**src/rtl/game_pkg.sv**
```systemverilog
// Shared constants, state encoding and helpers for the game controller.
package game_pkg;

  // Bit index into ready_to_board / board_done for each move direction.
  localparam int DIR_0 = 0;
  localparam int DIR_1 = 1;
  localparam int DIR_2 = 2;
  localparam int DIR_3 = 3;

  localparam int NUM_CELLS = 16;

  // Tile codes are log2 of the face value; 0 marks an empty cell.
  localparam logic [3:0] TILE_EMPTY = 4'd0;
  localparam logic [3:0] TILE_2     = 4'd1;
  localparam logic [3:0] TILE_4     = 4'd2;
  localparam logic [3:0] TILE_WIN   = 4'd11;

  localparam logic [15:0] LFSR_MASK = 16'hB400;

  typedef enum logic [3:0] {
    ST_IDLE,
    ST_SCAN,
    ST_SPAWN,
    ST_SETTLE,
    ST_WAIT_MOVE,
    ST_MOVE,
    ST_WAIT_DONE,
    ST_CHECK_CHANGE,
    ST_CHECK,
    ST_OVER
  } state_t;

  function automatic logic [3:0] cell_at(input logic [63:0] board, input logic [3:0] idx);
    return board[{idx, 2'b00} +: 4];
  endfunction

  function automatic logic [3:0] dir_onehot(input logic [1:0] d);
    case (int'(d))
      DIR_0:   return 4'b0001;
      DIR_1:   return 4'b0010;
      DIR_2:   return 4'b0100;
      DIR_3:   return 4'b1000;
      default: return 4'b0000;
    endcase
  endfunction

endpackage

```
**src/rtl/game_lfsr16.sv**
```systemverilog
// Free-running 16-bit Galois LFSR; SEED must be nonzero or the sequence sticks at 0.
module lfsr16
  import game_pkg::*;
#(
  parameter logic [15:0] SEED = 16'hACE1,
  parameter logic [15:0] MASK = LFSR_MASK
) (
  input  logic        clk,
  input  logic        rst,
  output logic [15:0] value
);

  // NOTE: sequential state is written with non-blocking assignments so every
  // flop samples the pre-edge values of its neighbours, independent of block order.
  always_ff @(posedge clk or posedge rst) begin
    if (rst) begin
      value <= SEED;
    end else if (value[0]) begin
      value <= (value >> 1) ^ MASK;
    end else begin
      value <= value >> 1;
    end
  end

endmodule

```
**src/rtl/game_ctrl.sv**
```systemverilog
// Move/spawn sequencer for the 16-cell board: issues one-hot moves, waits for
// board_done, spawns tiles into empty cells and tracks win / game-over / timeout.
module game_ctrl
  import game_pkg::*;
#(
  parameter logic [15:0] LFSR_SEED    = 16'hACE1,
  parameter int          START_TILES  = 2,
  parameter int          DONE_TIMEOUT = 255,
  parameter logic [3:0]  WIN_VALUE    = TILE_WIN
) (
  input  logic        clk,
  input  logic        rst,
  input  logic        start,
  input  logic        move_req,
  input  logic [1:0]  move_dir,
  input  logic [63:0] board_state,
  input  logic [3:0]  board_done,
  input  logic        board_movable,
  output logic [3:0]  ready_to_board,
  output logic        preset_ext,
  output logic [3:0]  preset_location,
  output logic [3:0]  preset_value,
  output logic        busy,
  output logic        won,
  output logic        game_over,
  output logic        timeout_err
);

  localparam int SPAWN_W = (START_TILES > 1) ? $clog2(START_TILES + 1) : 1;
  localparam int TO_W    = $clog2(DONE_TIMEOUT + 1);

  state_t              state;
  state_t              state_nxt;
  logic [15:0]         lfsr;
  logic [3:0]          idx;
  logic [4:0]          scan_cnt;
  logic [SPAWN_W-1:0]  spawn_cnt;
  logic [SPAWN_W-1:0]  spawn_cnt_dec;
  logic [63:0]         snapshot;
  logic [1:0]          dir;
  logic [TO_W-1:0]     to_cnt;
  logic                has_empty;
  logic                has_win;
  logic                cur_empty;
  logic                done_hit;
  logic                to_expired;
  logic                board_changed;
  logic                scan_exhausted;
  logic                unused_lfsr_bits;

  lfsr16 #(
    .SEED (LFSR_SEED),
    .MASK (LFSR_MASK)
  ) u_lfsr (
    .clk   (clk),
    .rst   (rst),
    .value (lfsr)
  );

  // Only the low nibble feeds placement; the rest is kept for wider reuse.
  assign unused_lfsr_bits = ^lfsr[15:4];

  always_comb begin
    // NOTE: every variable driven in a combinational block gets a default first,
    // otherwise a path that skips the assignment infers a latch.
    has_empty = 1'b0;
    has_win   = 1'b0;
    for (int i = 0; i < NUM_CELLS; i++) begin
      if (board_state[4*i +: 4] == TILE_EMPTY) has_empty = 1'b1;
      if (board_state[4*i +: 4] == WIN_VALUE)  has_win   = 1'b1;
    end
  end

  assign cur_empty      = (cell_at(board_state, idx) == TILE_EMPTY);
  assign done_hit       = board_done[dir];
  assign to_expired     = (to_cnt == TO_W'(DONE_TIMEOUT - 1));
  assign board_changed  = (board_state != snapshot);
  assign scan_exhausted = ((scan_cnt + 5'd1) == 5'(NUM_CELLS));
  assign spawn_cnt_dec  = spawn_cnt - SPAWN_W'(1);

  always_ff @(posedge clk or posedge rst) begin
    if (rst) state <= ST_IDLE;
    else     state <= state_nxt;
  end

  // CHECK_CHANGE gives the board one cycle after its done pulse to present the
  // post-move state before it is compared with the snapshot.
  always_comb begin
    state_nxt = state;
    unique case (state)
      ST_IDLE, ST_OVER: if (start) state_nxt = ST_SCAN;
      ST_SCAN: begin
        if (cur_empty)           state_nxt = ST_SPAWN;
        else if (scan_exhausted) state_nxt = ST_CHECK;
      end
      ST_SPAWN:        state_nxt = ST_SETTLE;
      ST_SETTLE:       state_nxt = (spawn_cnt_dec != '0) ? ST_SCAN : ST_CHECK;
      ST_WAIT_MOVE:    if (move_req) state_nxt = ST_MOVE;
      ST_MOVE:         state_nxt = ST_WAIT_DONE;
      ST_WAIT_DONE: begin
        if (done_hit)        state_nxt = ST_CHECK_CHANGE;
        else if (to_expired) state_nxt = ST_WAIT_MOVE;
      end
      ST_CHECK_CHANGE: state_nxt = board_changed ? ST_SCAN : ST_CHECK;
      ST_CHECK:        state_nxt = (!has_empty && !board_movable) ? ST_OVER : ST_WAIT_MOVE;
      default:         state_nxt = ST_IDLE;
    endcase
  end

  always_ff @(posedge clk or posedge rst) begin
    if (rst) begin
      idx         <= '0;
      scan_cnt    <= '0;
      spawn_cnt   <= '0;
      snapshot    <= '0;
      dir         <= '0;
      to_cnt      <= '0;
      won         <= 1'b0;
      game_over   <= 1'b0;
      timeout_err <= 1'b0;
    end else begin
      unique case (state)
        ST_IDLE, ST_OVER: begin
          if (start) begin
            won         <= 1'b0;
            game_over   <= 1'b0;
            timeout_err <= 1'b0;
            spawn_cnt   <= SPAWN_W'(START_TILES);
          end
        end
        ST_SCAN: begin
          if (!cur_empty) begin
            idx      <= idx + 4'd1;
            scan_cnt <= scan_cnt + 5'd1;
          end
        end
        ST_SETTLE:    spawn_cnt <= spawn_cnt_dec;
        ST_WAIT_MOVE: begin
          if (move_req) begin
            snapshot <= board_state;
            dir      <= move_dir;
          end
        end
        ST_MOVE:      to_cnt <= '0;
        ST_WAIT_DONE: begin
          if (!done_hit) begin
            if (to_expired) timeout_err <= 1'b1;
            else            to_cnt      <= to_cnt + TO_W'(1);
          end
        end
        ST_CHECK_CHANGE: if (board_changed) spawn_cnt <= SPAWN_W'(1);
        ST_CHECK: begin
          if (has_win)                     won       <= 1'b1;
          if (!has_empty && !board_movable) game_over <= 1'b1;
        end
        default: ;
      endcase

      // Each scan starts from a fresh random cell; later assignment wins on entry.
      if (state != ST_SCAN && state_nxt == ST_SCAN) begin
        idx      <= lfsr[3:0];
        scan_cnt <= '0;
      end
    end
  end

  always_comb begin
    ready_to_board  = '0;
    preset_ext      = 1'b0;
    preset_location = '0;
    preset_value    = '0;
    busy            = 1'b1;
    unique case (state)
      ST_IDLE, ST_WAIT_MOVE, ST_OVER: busy = 1'b0;
      ST_MOVE, ST_WAIT_DONE:          ready_to_board = dir_onehot(dir);
      ST_SPAWN: begin
        preset_ext      = 1'b1;
        preset_location = idx;
        preset_value    = (lfsr[3:0] == 4'd0) ? TILE_4 : TILE_2;
      end
      default: ;
    endcase
  end

endmodule

```
**config.mk**
```make
export PLATFORM = sky130hd
export DESIGN_NAME = game_ctrl
export DESIGN_NICKNAME = d
export VERILOG_FILES = /design/src/rtl/game_pkg.sv /design/src/rtl/game_lfsr16.sv /design/src/rtl/game_ctrl.sv
export SDC_FILE = /design/constraint.sdc
export NUM_CORES = 1
export LEC_CHECK = 0
export ABC_CLOCK_PERIOD_IN_PS = 8200
export CAP_MARGIN = 10
export CORE_UTILIZATION = 35
export CTS_CLUSTER_DIAMETER = 50
export CTS_CLUSTER_SIZE = 20
export DETAILED_ROUTE_END_ITERATION = 8
export HOLD_SLACK_MARGIN = 0.03
export SLEW_MARGIN = 20
export SYNTH_ARGS = -nofsm -noshare
export SYNTH_HDL_FRONTEND = slang
export SYNTH_SLANG_ARGS = --single-unit
```
**constraint.sdc**
```tcl
create_clock -name clk -period 8.2 [get_ports clk]
set_clock_uncertainty 0.05 [all_clocks]
set_input_delay 1.23 -clock clk [delete_from_list [all_inputs] [get_ports clk]]
set_output_delay 1.23 -clock clk [all_outputs]
set_load 0.05 [all_outputs]
```
== Yosys cells after proc, flatten, opt, wreduce, memory -nomap -nowiden ==
Cells that the tools add are included.
Operators by class
  equality and inequality tests: 41
  bitwise operators: 1
  reductions and logical operators: 40
  add/subtract/negate cells: 4
  shift operators: 1
  magnitude comparators: 1
  muxes and demuxes: 72
Operators with widths (count)
  zero test 4 bit: 19
  equality test 4 bit, second input constant: 18
  inequality test 64 bit: 1
  indexed part select 64 x 7 -> 4 bit: 1
  2-to-1 mux 4 bit: 14
  2-to-1 mux 1 bit: 40
  one-hot mux 4 bit (9 select lines): 1
  equality test 4 x 3 -> 1 bit, second input constant: 4
  2-to-1 mux 16 bit: 1
  2-to-1 mux 8 bit: 2
  one-hot mux 4 bit (4 select lines): 1
  one-hot mux 8 bit (2 select lines): 1
  2-to-1 mux 5 bit: 3
  inequality test 2 bit, second input constant: 7
  AND reduction 3 bit: 4
  nonzero test 2 bit: 5
  adder 8 x 1 -> 8 bit, second input constant: 1
  equality test 4 x 1 -> 1 bit, second input constant: 2
  equality test 4 x 2 -> 1 bit, second input constant: 2
  equality test 8 bit, second input constant: 1
  2-to-1 mux 2 bit: 4
  one-hot mux 1 bit (2 select lines): 3
  one-hot mux 2 bit (3 select lines): 1
  adder 5 x 1 -> 5 bit, second input constant: 1
  other kinds (18): 23
Word-level totals
  flip-flop bits (word level): 108
  input bits: 75

== Longest topological paths before layout ==
Gate-level depths: netlist of the first run.
  depth in word-level cells: 25
  mapped depth: 9
  mapped depth without buffers: 9

== By module ==
From an unflattened synthesis of the first run, not the netlist that was laid out.
Second synthesis, totals
  cells, all modules: 503
  area, all modules: 5786.8 µm²
Modules (own cells, without submodules)
  game_ctrl: seq. area each 2302.2 µm², times used 1, area each 5346.4 µm², cells each 483
  lfsr16: seq. area each 410.4 µm², times used 1, area each 440.4 µm², cells each 20

== Worst setup path after synthesis of the first run ==
Ideal clock, no wire load.
  path type: reg2out
  from: reg state[3]
  to: out ready_to_board[0]
  path slack: 4179 ps
  arrival: 2741 ps
  required time: 6920 ps
  cell stages (with the launch flop): 6
  buffers on the path: 1
  cell sequence: dfrtp_1 buf_2 nand2b_1 nor3b_1 nand2b_1 nor3b_1
On the way
  cells in the longest elaborated chain, start to end: 3
RTL lines
  start, declared: RTL line game_ctrl.sv:32  | state_t state;
  start signal, assigned: RTL line game_ctrl.sv:83  | else state <= state_nxt;
  equality test 4 x 3 -> 1 bit: RTL line game_ctrl.sv:173  | unique case (state)
  OR reduction 2 bit (*): RTL line game_ctrl.sv:173
  2-to-1 mux 4 bit (*): RTL line game_ctrl.sv:173
  end, declared: RTL line game_ctrl.sv:19  | output logic [3:0] ready_to_board,
Every way passes the cells marked *; elsewhere a longest branch is shown, timed or not.

== Worst setup path in the final report of the first run ==
Same ends and word-level chain as after synthesis.

==> metrics.txt, run 1 <==
outcome finished clean; met3 GRT Util 3.81%; Total Wirelength 13600 µm; clock sink count 108; GPL Wtd Cong 0.834; fin nets 657; via count 4122; number of distinct library cells after synthesis 58; Post-Syn Area 5710 µm²; Yosys reg bits 108; CTS tree done; H-tree levels 3; CP cell instances nand2b_1 -> nor3b_1 -> buf_4 -> nand2b_1 -> nor3b_1 -> clkdlybuf4s50_1; number of inserted diodes 0; GR Overflow Total 0; cell count after synthesis 489; Core Area 15900 µm²; die width 130 µm; CTS buffer count 9; Synth area leader dfrtp_1; first-pass GRT wire length 21600 µm; Fillers 1492; dpl hpwl 10300 µm; Seq/Total Area, Yosys 47.5%; largest net degree at the start of global routing 67; CP max-delay cell clkdlybuf4s50_1; area of the multi-input gates 2900 µm²; Seq. cell area 2710 µm²; clk slew on worst S/H paths 0.06 ns; Iteration-0 DRC Markers 202; fin crit share 49.3%; Placement Cell Area 6820 µm²; Leakage Power 2.78 nW; Critical Path End Type output port; Most Crowded Layer GR met2; Starting Density 35.9%; # port buffers 89; dpl cells 782; worst hold stages 0; Hold Buf Count CTS 0; Buf+Inv Stages, Crit Path 2; Fin. Hold Viols 0; Synth-to-Final Area Change 24.9%; top cell type's share of synthesized area 43.8%; reg-to-reg critical path endpoint idx[0]; postcts setup bufs 0; ys async rst share 100%; FP Rows 46; Avg Inst Size Synth 11.7 µm²; Final ANT Viol Nets 0; Die Span Y 130 µm; commonest register cell after synthesis dfrtp_1; worst-path fanout max 12; layout cells sized above 1 18.7%; cts repair resizes 0; Tmin final 4.05 ns; Global Route Usage Sum 17.2%; dominant cells by area after synthesis dfrtp_1 44%, mux2_2 14%, xnor2_1 11%; setup TNS 0 ns; crit start category flop; relative slew slack 42.2%; Max VDD drop 0.000125 V; critical path arrival 2.77 ns; FF-to-FF setup slack 5.33 ns; R2R cell count 6; CP required 6.92 ns; crit path to ready_to_board[0]; unrepaired setup endpoints after global routing no; reg2reg start idx[2]; Critical Path Stages 6; start point of the critical path state[3]; max_cap viols 0; fmax 247 MHz; Skew-Pair Late Insertion Delay 0.36 ns; vias in the first global route 4049; final setup fails 0; crit-path leading delay family buffers and inverters; Post-synth EDFFs 0; DRC 0; GR met1 Demand/Resource 23.8%; fin area 7130 µm²; routed length per instance 17.1 µm; Final Non-Filler Cells 798; Via density 5.17; Worst-Margin Slew 0.866 ns; pwr/cell area 308 nW/µm²; clk root buf clkbuf_16; IO Count 92; die area 16800 µm²; Critical Path Max Stage Delay 0.83 ns; met2 Use GR 27.0%; clk buf depth 2; yosys warns 0; HP Class reg2reg; initial antenna violation count 0; Initial DRT Pass Iterations 4; Pins Over Slew Limit 0; WS Path Type reg2out
where the power goes:
part,total (mW),internal [mW],switching [mW]
registers,0.904,0.732,0.172
logic,0.847,0.461,0.385
clock network,0.449,0.262,0.187
how the worst min path moves through the flow:
stage | start | endpoint | slack (ns)
floorplan | u_lfsr.value[4] | u_lfsr.value[3] | 0.28
global placement | u_lfsr.value[4] | u_lfsr.value[3] | 0.29
detailed placement | u_lfsr.value[9] | u_lfsr.value[8] | 0.29
CTS | u_lfsr.value[9] | u_lfsr.value[8] | 0.30
global route | u_lfsr.value[9] | u_lfsr.value[8] | 0.31
finish | u_lfsr.value[9] | u_lfsr.value[8] | 0.30
metrics by stage:
step | hold WS, ns | power [mW] | util (%) | worst slack (ns)
finish | 0.298 | 2.20 | 44.9 | 4.15
global route | 0.306 | 2.35 | 44.9 | 3.88
CTS | 0.301 | 2.22 | 44.9 | 4.14
detailed placement | 0.286 | 1.76 | 43.0 | 4.07
global placement | 0.287 | 1.73 | 43.0 | 4.07
floorplan | 0.281 | 1.54 | - | 4.09
registers in the layout (all words and copies together), names as in the netlist:
name / count
scan_cnt: 5
idx: 4
game_over: 1
dir: 2
u_lfsr.value: 16
state: 4
snapshot: 64
timeout_err: 1
spawn_cnt: 2
won: 1
to_cnt: 8
cells by family after synthesis:
logic type | synth area share, %
xor gates and xnor gates | 12.1
muxes | 15.7
and+or+nand+nor | 17.2
other | 0.0657
AOI/OAI and AO/OA | 4.49
adders and majority gates | 1.10
buffers and inverters | 1.82
DFF | 47.5
layout make-up:
cell class / instances / area share, %
well taps: 216 / 3.79
repair buffers: 92 / 12.8
clock inverters: 1 / 0.421
multi-input cells: 358 / 40.6
inverters: 8 / 0.456
clock buffers: 15 / 3.89
flip-flops and latches: 108 / 38.0
synthesized netlist by cell type, types with 8 or more instances:
cell type / n
nand4_1: 25
mux2_2: 71
nand3_1: 10
clkbuf_1: 9
nor4_1: 22
dfrtp_1: 100
dfstp_2: 8
xnor2_1: 69
nand4b_1: 16
and2_1: 8
nor2_1: 23
xor2_1: 10
inv_1: 8
nand2_1: 19
cells in the final DEF, fill, tap and decap left out, drive strengths merged, types with 4 or more instances in the layout:
cell,instances
nand3b,4
o21ai,7
nand4b,16
nand4,25
clkdlybuf4s50,89
dfstp,8
nor3,6
nor4,22
mux2,71
xor2,10
clkbuf,15
dfrtp,100
inv,8
and3,4
xnor2,69
mux2i,5
ha,5
nand2,19
and2,8
nor2,23
nand3,10
nand2b,7
per-layer routing:
layer  vias up  wire length, µm
li1       1955                -
met1      2060             6510
met2        92             6370
met3        15              514
met4         0              223
met5         -                0
Power figures use the tool's default switching activity.
==> run 2, diff against run 1 <==
--- a/config.mk
+++ b/config.mk
@@ -5,7 +5,7 @@
 export SDC_FILE = /design/constraint.sdc
 export NUM_CORES = 1
 export LEC_CHECK = 0
-export ABC_CLOCK_PERIOD_IN_PS = 8200
+export ABC_CLOCK_PERIOD_IN_PS = 4019
 export CAP_MARGIN = 10
 export CORE_UTILIZATION = 35
 export CTS_CLUSTER_DIAMETER = 50
==> constraint.sdc (replaced) <==
create_clock -name clk -period 4.02 [get_ports clk]
set_clock_uncertainty 0.05 [all_clocks]
set_input_delay 0.603 -clock clk [delete_from_list [all_inputs] [get_ports clk]]
set_output_delay 0.603 -clock clk [all_outputs]
set_load 0.05 [all_outputs]
==> run 2 against run 1 <==
Net effect: combinational power rose by 110%; final cell count up 0.13%; clock-buffer cell count decreased by 5; flip-flop and latch count stayed put; non-clock buffer count is 1 higher; sequential share of layout area grew 0.053 points; sequential power grew 100%; register-to-register slack worse by 4.2 ns; power rose by 100%; design area is 0.14% lower; worst hold slack gained 0.0043 ns; critical endpoint is now preset_location[3]; highest routed layer unchanged.
==> metrics.txt, run 2 (synthesis gave the netlist of run 1 again) <==
largest net degree at the start of global routing 67 (unchanged); area of the multi-input gates 2900 µm² (unchanged); crit start category flop (unchanged); Skew-Pair Late Insertion Delay 0.35 ns (was 0.36 ns); setup TNS 0 ns (unchanged); Placement Cell Area 6840 µm² (was 6820 µm²); postcts setup bufs 0 (unchanged); crit path to preset_location[3] (was ready_to_board[0]); Hold Buf Count CTS 0 (unchanged); GPL Wtd Cong 0.817 (was 0.834); # port buffers 89 (unchanged); Global Route Usage Sum 17.5% (was 17.2%); Tmin final 3.35 ns; HP Class reg2reg (unchanged); top flop regs snapshot: 64 flops, u_lfsr.value: 16 flops, to_cnt: 8 flops (unchanged); FF-to-FF setup slack 1.09 ns (was 5.33 ns); DR WL met3 631 µm (was 514 µm); fin crit share 83.4%; uppermost layer routed met4 (unchanged); fmax 298 MHz; Synth-to-Final Area Change 24.8% (was 24.9%); dpl hpwl 10400 µm (was 10300 µm); Pins Over Slew Limit 0 (unchanged); reg2reg start idx[2] (unchanged); GR Overflow Total 0 (unchanged); Die Span Y 130 µm (unchanged); outcome finished clean (unchanged); R2R cell count 6 (unchanged); worst-path fanout max 16 (was 12); Core Area 15900 µm² (unchanged); Fillers 1491 (was 1492); met2 WL 6310 µm (was 6370 µm); cts repair resizes 0 (unchanged); Net Sw Power 1.54 mW (was 0.744 mW); Via density 5.16 (was 5.17); relative slew slack 40.9% (was 42.2%); Internal Power 2.87 mW (was 1.46 mW); layout cells sized above 1 19.4% (was 18.7%); Seq. cell area 2710 µm² (unchanged); final setup fails 0 (unchanged); via count 4126 (was 4122); clock sink count 108 (unchanged); commonest non-fill, non-tap cell in the layout dfrtp_1 (unchanged); Fin. Hold Viols 0 (unchanged); critical path arrival 2.70 ns (was 2.77 ns); FP Rows 46 (unchanged); combinational share of power 39.4% (was 38.5%); Metal-1 WL 6500 µm (was 6510 µm); H-tree levels 3 (unchanged); Critical Path End Type output port (unchanged); Switching Share 35.0% (was 33.8%); Clock power frac 18.9% (was 20.4%); IO Count 92 (unchanged); max reg flops 64 (unchanged); Total Wirelength 13700 µm (was 13600 µm); die area 16800 µm² (unchanged); CTS tree done (unchanged); pwr/cell area 620 nW/µm² (was 308 nW/µm²); initial antenna violation count 0 (unchanged); Initial DRT Pass Iterations 4 (unchanged); routed length per instance 17.2 µm (was 17.1 µm); Biggest register snapshot (unchanged); Final ANT Viol Nets 0 (unchanged); reg-to-reg critical path endpoint idx[2] (was idx[0]); start point of the critical path state[1] (was state[3]); clk buf depth 2 (unchanged); Leakage Power 2.77 nW (was 2.78 nW); first-pass GRT wire length 21700 µm (was 21600 µm); clk root buf clkbuf_16 (unchanged); clk slew on worst S/H paths 0.07 ns (was 0.06 ns); max_cap viols 0 (unchanged); number of inserted diodes 0 (unchanged); most frequent cells in the layout 100 x dfrtp_1, 89 x clkdlybuf4s50_1, 71 x mux2_2 (unchanged); DRC 0 (unchanged); Worst-Margin Slew 0.887 ns (was 0.866 ns); CTS buffer count 9 (unchanged); Max VDD drop 0.000239 V (was 0.000125 V); CP required 3.37 ns (was 6.92 ns); fin nets 658 (was 657); vias in the first global route 4075 (was 4049); Iteration-0 DRC Markers 192 (was 202); fin area 7120 µm² (was 7130 µm²); register share of total power 41.7% (was 41.1%); WS Path Type reg2out (unchanged); Starting Density 35.9% (unchanged); Hold WS 0.302 ns (was 0.298 ns); die width 130 µm (unchanged); unrepaired setup endpoints after global routing no (unchanged)
## run 2: final cells by class
| cell class | count | share of cell area [%] |
|---|---|---|
| Tap cell | 216 | 3.79 |
| Timing Repair Buffer | 93 | 13.1 |
| Clock buffer | 10 | 3.36 |
| Sequential cell | 108 | 38.1 |
| Clock inverter | 6 | 0.545 |
| Multi-Input combinational cell | 358 | 40.7 |
| Inverter | 8 | 0.457 |
## run 2: worst min-delay path by stage
stage / startpoint / end / slack [ns] / cells past startpoint
after floorplan: u_lfsr.value[4] / u_lfsr.value[3] / 0.28 / 0
after global placement: u_lfsr.value[4] / u_lfsr.value[3] / 0.28 / 0
after detailed placement: u_lfsr.value[4] / u_lfsr.value[3] / 0.29 / 0
after CTS: u_lfsr.value[4] / u_lfsr.value[3] / 0.31 / 0
after global routing: u_lfsr.value[6] / u_lfsr.value[5] / 0.32 / 0
final: u_lfsr.value[4] / u_lfsr.value[3] / 0.30 / 0
## run 2: routing by layer
layer | up-vias | global-route usage (%)
met2 | 100 | 27.7
met3 | 16 | 2.42
li1 | 1961 | -
met4 | 0 | 7.11
met1 | 2049 | 24.2
met5 | - | 0
## run 2: worst max-delay path: stages, from the launching register on
cell and delay [ns]:
dfrtp_1 0.63, nor4b_2 0.67, and2_1 0.23, clkdlybuf4s50_1 0.81
## run 2: power groups by stage
stage	clock [mW]	sequential (mW)	combinational, mW
after floorplan	0	1.74	1.40
after global placement	0	1.83	1.71
after detailed placement	0	1.85	1.75
after CTS	0.867	1.84	1.75
after global routing	0.921	1.90	1.89
final	0.835	1.84	1.74
## run 2: metrics by stage
step	utilization, %	total power, mW	instances	worst slack, ns
after floorplan	-	3.14	490	0.535
after global placement	43.1	3.54	783	0.512
after detailed placement	43.1	3.60	783	0.452
after CTS	44.8	4.46	799	0.631
after global routing	44.8	4.71	799	0.458
final	44.8	4.41	799	0.666
==> run 3, diff against run 2 <==
--- a/config.mk
+++ b/config.mk
@@ -5,7 +5,7 @@
 export SDC_FILE = /design/constraint.sdc
 export NUM_CORES = 1
 export LEC_CHECK = 0
-export ABC_CLOCK_PERIOD_IN_PS = 4019
+export ABC_CLOCK_PERIOD_IN_PS = 3500
 export CAP_MARGIN = 10
 export CORE_UTILIZATION = 35
 export CTS_CLUSTER_DIAMETER = 50
==> constraint.sdc (replaced) <==
create_clock -name clk -period 3.5 [get_ports clk]
set_clock_uncertainty 0.05 [all_clocks]
set_input_delay 0.525 -clock clk [delete_from_list [all_inputs] [get_ports clk]]
set_output_delay 0.525 -clock clk [all_outputs]
set_load 0.05 [all_outputs]
==> run 3 against run 2 <==
Net effect: flip-flop and latch count did not move; die area did not move; critical path type unchanged; highest routed layer unchanged; via count rose by 0.73%; non-clock buffer count rose by 15; routed wire length rose by 1.6%; largest power group unchanged; global-route usage barely moved; register-to-register slack got worse by 0.33 ns.
==> metrics.txt, run 3 (synthesis gave the netlist of run 1 again) <==
outcome finished clean (unchanged); max reg flops 64 (unchanged); reg2reg start idx[2] (unchanged); top flop regs snapshot: 64 flops, u_lfsr.value: 16 flops, to_cnt: 8 flops (unchanged); initial antenna violation count 0 (unchanged); H-tree levels 3 (unchanged); Biggest register snapshot (unchanged); routed length per instance 17.2 µm (about the same); pwr/cell area 716 nW/µm² (was 620 nW/µm²); Synth-to-Final Area Change 27.0% (was 24.8%); # port buffers 89 (unchanged); Critical Path End Type output port (unchanged); dpl cells 798 (was 783); IO Count 92 (unchanged); relative slew slack 49.3% (was 40.9%); CTS tree done (unchanged); Buf+Inv Stages, Crit Path 1 (unchanged); setup ws final 0.324 ns (was 0.666 ns); min-delay src u_lfsr.value[8] (was u_lfsr.value[4]); Via density 5.11 (was 5.16); commonest non-fill, non-tap cell in the layout dfrtp_1 (unchanged); crit-path leading delay family simple AND/OR/NAND/NOR gates (unchanged); fin util 45.6% (was 44.8%); crit start category flop (unchanged); die width 130 µm (unchanged); first-pass GRT wire length 21900 µm (was 21700 µm); worst hold stages 0 (unchanged); largest net degree at the start of global routing 67 (unchanged); Fin. Hold Viols 0 (unchanged); die area 16800 µm² (unchanged); clock sink count 108 (unchanged); Hold Buf Count CTS 0 (unchanged); Iteration-0 DRC Markers 221 (was 192); Hold Path End u_lfsr.value[7] (was u_lfsr.value[3]); Global Route Usage Sum 17.6% (was 17.5%); Total Wirelength 13900 µm (was 13700 µm); number of inserted diodes 0 (unchanged); clk root buf clkbuf_16 (unchanged); dpl hpwl 10500 µm (was 10400 µm); vias in the first global route 4248 (was 4075); Skew-Pair Late Insertion Delay 0.35 ns (about the same); layout cells sized above 1 21.8% (was 19.4%); setup TNS 0 ns (unchanged); FF-to-FF setup slack 0.76 ns (was 1.09 ns); CTS buffer count 9 (unchanged); Max VDD drop 0.000280 V (was 0.000239 V); worst-path fanout max 12 (was 16); GPL Wtd Cong 0.832 (was 0.817); cts repair resizes 0 (unchanged); Final ANT Viol Nets 0 (unchanged); fin crit share 90.8%; via count 4156 (was 4126); final setup fails 0 (unchanged); HP Class reg2reg (unchanged); Worst-Margin Slew 0.761 ns (was 0.887 ns); GR Overflow Total 0 (unchanged); Tmin final 3.18 ns; Initial DRT Pass Iterations 4 (unchanged); DRC 0 (unchanged); clk slew on worst S/H paths 0.07 ns (about the same); CP cell instances nor4b_2 -> nor2b_1 -> clkdlybuf4s50_1 (was nor4b_2 -> and2_1 -> clkdlybuf4s50_1); postcts setup bufs 0 (unchanged); pre-CTS worst setup slack 0.185 ns (was 0.452 ns); Critical Path Max Stage Delay 0.81 ns (about the same); unrepaired setup endpoints after global routing no (unchanged); fmax 315 MHz; max_cap viols 0 (unchanged); Hold WS 0.305 ns (was 0.302 ns); Final Non-Filler Cells 813 (was 799); CP max-delay cell clkdlybuf4s50_1 (unchanged); most frequent cells in the layout 100 x dfrtp_1, 85 x clkdlybuf4s50_1, 71 x mux2_2 (was 100 x dfrtp_1, 89 x clkdlybuf4s50_1, 71 x mux2_2); Core Area 15900 µm² (unchanged); FP Rows 46 (unchanged); Pins Over Slew Limit 0 (unchanged); R2R cell count 6 (unchanged); reg-to-reg critical path endpoint idx[3] (was idx[2]); Leakage Power 2.87 nW (was 2.77 nW); clk buf depth 2 (unchanged); Die Span Y 130 µm (unchanged); CP required 2.92 ns (was 3.37 ns); fin nets 673 (was 658); Starting Density 35.9% (unchanged); critical path arrival 2.60 ns (was 2.70 ns); WS Path Type reg2out (unchanged)
## run 3: cell types whose count changed in the layout (fill, tap and decap cells not counted), moves of 2 or more
cell,change
clkinv_2,-2
clkdlybuf4s50_1,-4
clkinvlp_4,-2
clkbuf_8,+3
buf_4,+18
## run 3: metrics by stage
| step | instance area (µm²) | total power, mW |
|---|---|---|
| floorplan | 5710 | 3.61 |
| global route | 7250 | 5.52 |
| detailed placement | 6960 | 4.22 |
| CTS | 7250 | 5.24 |
| global placement | 6960 | 4.14 |
| finish | 7250 | 5.19 |
## run 3: report_power, final
group,switching [mW],total [mW],internal [mW]
logic,0.968,2.10,1.13
registers,0.382,2.10,1.72
clock network,0.438,0.994,0.556
total,1.79,5.19,3.40
## run 3: worst reg2reg max path, delay by kind of cell, from the launching register on
family / cells / cell delay, ns
mux: 2 / 0.96
compound gates: 3 / 0.89
flops: 1 / 0.61
simple gates: 1 / 0.12
## run 3: metal layers
| layer | track usage [%] | vias to the layer above | share of wire [%] |
|---|---|---|---|
| met4 | 6.70 | 0 | 2.0 |
| met1 | 23.3 | 2063 | 47 |
| li1 | - | 1986 | - |
| met5 | 0 | - | 0 |
| met2 | 28.3 | 91 | 46 |
| met3 | 3.53 | 16 | 4.6 |
## run 3: worst max-delay path by stage
stage / from / to / slack, ns / depth (start not counted)
after floorplan: rst / dir[0] / 0.09 / 1
after global placement: board_state[44] / idx[1] / 0.19 / 8
after detailed placement: board_state[20] / idx[3] / 0.18 / 9
after CTS: state[3] / preset_value[0] / 0.29 / 3
after global routing: state[3] / preset_location[0] / 0.16 / 3
final: state[3] / preset_value[0] / 0.32 / 3
## run 3: final cells by class
type	instances	area, µm²
fillers	1496	8640
multi-input cells	358	2900
flip-flops and latches	108	2710
repair buffers	108	1050
clock buffers	14	284
well taps	216	270
inverters	8	32.5
clock inverters	1	5.00
